<file path="config.mk">
export PLATFORM = sky130hd
export DESIGN_NAME = fetch_branch_predict
export DESIGN_NICKNAME = d
export VERILOG_FILES = /design/src/rtl/fetch_branch_predict.sv
export SDC_FILE = /design/constraint.sdc
export NUM_CORES = 1
export LEC_CHECK = 0
export CAP_MARGIN = 20
export CORE_MARGIN = 2
export CORE_UTILIZATION = 55
export CTS_CLUSTER_SIZE = 25
export DETAILED_ROUTE_END_ITERATION = 10
export GPL_TIMING_DRIVEN = 0
export PLACE_DENSITY = 0.83
export SETUP_SLACK_MARGIN = 0.2
export SYNTH_ARGS = -nofsm -noshare
export SYNTH_HDL_FRONTEND = slang
export SYNTH_SLANG_ARGS = --single-unit
</file>
<file path="constraint.sdc">
create_clock -name clk_i -period 12.64 [get_ports clk_i]
set_input_delay 1.896 -clock clk_i [delete_from_list [all_inputs] [get_ports clk_i]]
set_output_delay 1.896 -clock clk_i [all_outputs]
set_load 0.005 [all_outputs]
</file>
<file path="src/rtl/fetch_branch_predict.sv">
// Fetch PC generator with a direct-mapped BTB and 2-bit counters.
// Trained and redirected by branch resolution from EX.
module fetch_branch_predict #(
  parameter int unsigned BTB_ENTRIES = 16,
  parameter logic [31:0] RESET_PC    = 32'h0000_0000
) (
  input  logic        clk_i,
  input  logic        rst_ni,
  input  logic        stall_i,
  output logic [31:0] pc_o,
  output logic        pred_taken_o,
  output logic [31:0] pred_target_o,
  output logic        flush_o,
  input  logic        ex_valid_i,
  input  logic        ex_is_branch_i,
  input  logic [31:0] ex_pc_i,
  input  logic        ex_taken_i,
  input  logic [31:0] ex_target_i,
  input  logic        ex_pred_taken_i,
  input  logic [31:0] ex_pred_target_i
);

  localparam int unsigned IDX_W = $clog2(BTB_ENTRIES);
  localparam int unsigned TAG_W = 30 - IDX_W;

  logic [31:0]            pc_q, pc_d;
  logic [BTB_ENTRIES-1:0] valid_q, valid_d;
  logic [TAG_W-1:0]       tag_q [BTB_ENTRIES];
  logic [TAG_W-1:0]       tag_d [BTB_ENTRIES];
  logic [31:0]            tgt_q [BTB_ENTRIES];
  logic [31:0]            tgt_d [BTB_ENTRIES];
  logic [1:0]             ctr_q [BTB_ENTRIES];
  logic [1:0]             ctr_d [BTB_ENTRIES];

  logic [IDX_W-1:0] f_idx, u_idx;
  logic [TAG_W-1:0] f_tag, u_tag;
  logic             f_hit, u_hit;
  logic             mispredict;
  logic [31:0]      redirect_pc;

  assign f_idx = pc_q[IDX_W+1:2];
  assign f_tag = pc_q[31:IDX_W+2];
  assign f_hit = valid_q[f_idx] & (tag_q[f_idx] == f_tag);

  assign pc_o          = pc_q;
  assign pred_taken_o  = f_hit & ctr_q[f_idx][1];
  assign pred_target_o = pred_taken_o ? tgt_q[f_idx]
                                      : pc_q + 32'd4;

  assign u_idx = ex_pc_i[IDX_W+1:2];
  assign u_tag = ex_pc_i[31:IDX_W+2];
  assign u_hit = valid_q[u_idx] & (tag_q[u_idx] == u_tag);

  // A non-branch predicted taken hit a stale aliasing entry.
  always_comb begin
    mispredict = 1'b0;
    if (ex_valid_i) begin
      if (ex_is_branch_i) begin
        mispredict = (ex_taken_i != ex_pred_taken_i)
                   | (ex_taken_i
                      & (ex_target_i != ex_pred_target_i));
      end else begin
        mispredict = ex_pred_taken_i;
      end
    end
  end

  assign flush_o     = mispredict;
  assign redirect_pc = (ex_taken_i & ex_is_branch_i) ? ex_target_i
                                                     : ex_pc_i + 32'd4;

  always_comb begin
    if (mispredict) begin
      pc_d = redirect_pc;
    end else if (stall_i) begin
      pc_d = pc_q;
    end else begin
      pc_d = pred_target_o;
    end
  end

  always_comb begin
    valid_d = valid_q;
    tag_d   = tag_q;
    tgt_d   = tgt_q;
    ctr_d   = ctr_q;
    if (ex_valid_i) begin
      if (ex_is_branch_i & u_hit) begin
        if (ex_taken_i) begin
          if (ctr_q[u_idx] != 2'b11) begin
            ctr_d[u_idx] = ctr_q[u_idx] + 2'd1;
          end
          tgt_d[u_idx] = ex_target_i;
        end else if (ctr_q[u_idx] != 2'b00) begin
          ctr_d[u_idx] = ctr_q[u_idx] - 2'd1;
        end
      end else if (ex_is_branch_i & ex_taken_i) begin
        valid_d[u_idx] = 1'b1;
        tag_d[u_idx]   = u_tag;
        tgt_d[u_idx]   = ex_target_i;
        ctr_d[u_idx]   = 2'b10;
      end else if (!ex_is_branch_i & u_hit) begin
        valid_d[u_idx] = 1'b0;
      end
    end
  end

  always_ff @(posedge clk_i or negedge rst_ni) begin
    if (!rst_ni) begin
      pc_q    <= RESET_PC;
      valid_q <= '0;
    end else begin
      pc_q    <= pc_d;
      valid_q <= valid_d;
    end
  end

  // Payload is qualified by valid, so it needs no reset.
  always_ff @(posedge clk_i) begin
    tag_q <= tag_d;
    tgt_q <= tgt_d;
    ctr_q <= ctr_d;
  end

endmodule

</file>
==> qor.txt, run 1 <==
Fin area - 53,800 um^2
Worst EP arrival - 8.29 ns
Post-synth EDFFs - 960
Tot GR Track Use - 0.373
DR vias - 30,406
Die W - 294 um
CTS tree - done
Die H - 294 um
Area leader, netlist - edfxtp_1
CTS sink cnt - 1,008
CTS H-Tree Depth - 3
Main area contributors after synthesis - edfxtp_1 62%, mux4_2 17%, mux2i_1 3.2%
Remaining Overflow, GRT - 0
Post-synth ARST share - 0.0476
Slowest CP cell - buf_1
Min Tclk post-route - 10.18 ns
RSZ-0062 raised after global routing - false
Comb power frac - 0.265
CP cell instances - clkbuf_1 -> buf_8 -> clkbuf_1 -> buf_1 -> clkbuf_1 -> clkbuf_1 -> clkbuf_1 -> mux4_2 -> mux4_2 -> nor4_1 -> nor2_1 -> clkdlybuf4s50_1
Max transition margin - 0.120
Syn_nets - 2,741
Kind of end point of the critical path - output port
Pwr per Cell Area - 172 nW/um^2
Net Switching - 2.87 mW
Vias in the first global route - 29,883
Status - completed
Flop pwr share - 0.408
Resize count post-CTS - 0
Least-Margin Pin Slew - 1.32 ns
Post-Syn Area - 46,200 um^2
Seq/Total Area, Yosys - 0.649
Nets - 3,060
CP delay by family, top - buffers and inverters
CTS max path bufs - 3
Final hold violations - 0
Reg area - 30,000 um^2
DR iter-0 viols - 5,517
First-pass GRT wire length - 223,000 um
Synthesized flop and latch total - 1,008
Hold Path Class - reg2reg
Final Slew Violations - 0
Post-CTS Setup Inserts - 0
Clock latency at the later pin of the worst-skew pair - 0.71 ns
Clk pin slew, worst setup/hold paths - 0.07 ns
Max-cap check violation count - 0
Max Freq - 0.0982 GHz
Setup CP Type - reg2out
HPWL Detailed - 110,000 um
Worst Path Buf+Inv - 8
Final setup TNS - 0 ns
Cts bufs inserted - 100
Num rows - 106
Final total power - 9.24 mW
Mean post-synth cell area - 17.6 um^2
Clock Skew - 0.0607 ns
Fillers - 5,476
Layout cell share with drive strength beyond 1 - 0.218
Synth top area share - 0.623
Lkg Pwr - 17.4 nW
GP Congestion - 1.03
P&R area growth vs syn - 16.3%
Critical Path Source Type - register
Most common cell after layout, fill and taps aside - edfxtp_1
Max incr delay on CP - 1.00 ns
Residual DRC - 0
Net Sw Frac - 0.310
Top_reg_cell synth - edfxtp_1
Max Fanout on Critical Path - 10
Placed Area - 50,300 um^2
Initial Util - 0.554
Placeable Area - 83,400 um^2
Clk pwr share - 0.326
Most frequent cells in the layout - 960 x edfxtp_1, 354 x mux4_2, 166 x clkdlybuf4s50_1, 149 x mux2i_1, 131 x clkbuf_1
Total iterations of the first detailed-routing run - 6
Ports - 169
CP Data Required Time - 10.74 ns
Vias/cell - 7.39
Cell mode on critical path - clkbuf_1
Buffers added on ports - 167
Synthesized instance count - 2,631
Antenna Nets Post-Route - 0
CTS root buf - clkbuf_16
Synth cell types - 74
Setup violators final - 0
Die Footprint - 86,400 um^2
Largest net degree at the start of global routing - 34
Area of the multi-input gates - 15,400 um^2
WHS - 0.521 ns
Wire length per cell - 38.9 um
Final WL - 160,000 um
Total number of yosys warnings - 0
Worst vdd ir - 140 uV
Initial antenna violation count - 4
Cell-internal power - 6.38 mW
Hold-fix buffer count after cts - 0
Fin crit share - 0.806
-- cell usage after synthesis (39+ instances only) --
master	count
edfxtp_1	960
xnor2_1	78
clkbuf_1	114
mux4_2	354
o21ai_0	39
nor4_1	42
dfrtp_1	48
nor2_1	152
nand2_1	85
xor2_1	52
mux2i_1	149
nand3_1	43
-- stage by stage --
step           worst slack [ns]   util  instances
4_1_cts                    3.00  0.643       4103
3_3_place_gp              0.392  0.591       3878
2_1_floorplan              6.27      -       2631
6_report                   2.46  0.644       4113
5_1_grt                    2.71  0.644       4112
3_5_place_dp               3.31  0.604       3920
-- power by group through the flow --
| stage | clock [mW] | combinational, mW | sequential (mW) |
|---|---|---|---|
| after detailed placement | 0 | 2.33 | 3.84 |
| after CTS | 3.01 | 2.36 | 3.77 |
| after floorplan | 0 | 1.40 | 3.81 |
| after global routing | 3.13 | 2.49 | 3.77 |
| final | 3.02 | 2.45 | 3.78 |
| after global placement | 0 | 2.28 | 3.84 |
-- area by class of cell --
cell class / count / share of cell area
Inverter: 20 / 0.00140
Timing Repair Buffer: 217 / 0.0488
Clock buffer: 118 / 0.0480
Buffer: 194 / 0.0175
Clock inverter: 65 / 0.0135
Tap cell: 1080 / 0.0251
Multi-Input combinational cell: 1409 / 0.287
Sequential cell: 1008 / 0.559
Antenna cell: 2 / 0.0000931
-- path summary, 6_finish.rpt --
| path | from | end | slack [ns] | cells after the start |
|---|---|---|---|---|
| worst max-delay path | pc_o[3] | pred_target_o[29] | 2.46 | 12 |
| worst min-delay path | register | register | 0.52 | 1 |
| worst max register to register | pc_o[3] | pc_o[4] | 5.45 | 11 |
| worst min register to register | register | register | 0.52 | 1 |
| max in group asynchronous | rst_ni | pc_o[20] | 10.86 | 2 |
| min in group asynchronous | rst_ni | pc_o[0] | 1.18 | 1 |
-- cell families after synthesis --
kind of cell,count (synthesis),share of synthesized area
DFF,1008,0.649
AOI/OAI and AO/OA,305,0.0458
adders and majority gates,7,0.00189
xor gates and xnor gates,130,0.0246
buffers and inverters,214,0.0220
muxes,508,0.206
and+or+nand+nor,459,0.0503
-- routing by layer --
metal / up-vias / track usage / wire length [um]
met5: - / 0 / 13
met4: 2 / 0.187 / 9520
met3: 584 / 0.114 / 23400
met2: 2970 / 0.581 / 74700
met1: 15297 / 0.479 / 52600
li1: 11553 / - / -
-- sequential cells by signal, summed over array words and instances (netlist names), named ones only --
signal  cells
pc_o       32
ctr_q      32
tag_q     416
tgt_q     512
No activity file was read; power rests on OpenSTA's default activity.
==> run 2: changes to the inputs <==
- clock period: 12.64 -> 9.7 ns (I/O delays scaled with it)
==> results of run 2 <==
Same layout as run 1 (identical final DEF). Status: finished, violations left: negative setup slack.
Among the figures that moved: setup slack after placement 3.31 ns -> 0.811 ns; setup slack after layout 2.46 ns -> -0.0426 ns; setup TNS 0 ns -> -0.0681 ns; number of setup violations in the final report 0 -> 2; register-to-register setup slack 5.45 ns -> 2.51 ns; total power 9.24 mW -> 12.0 mW; worst IR drop on VDD 140 uV -> 183 uV
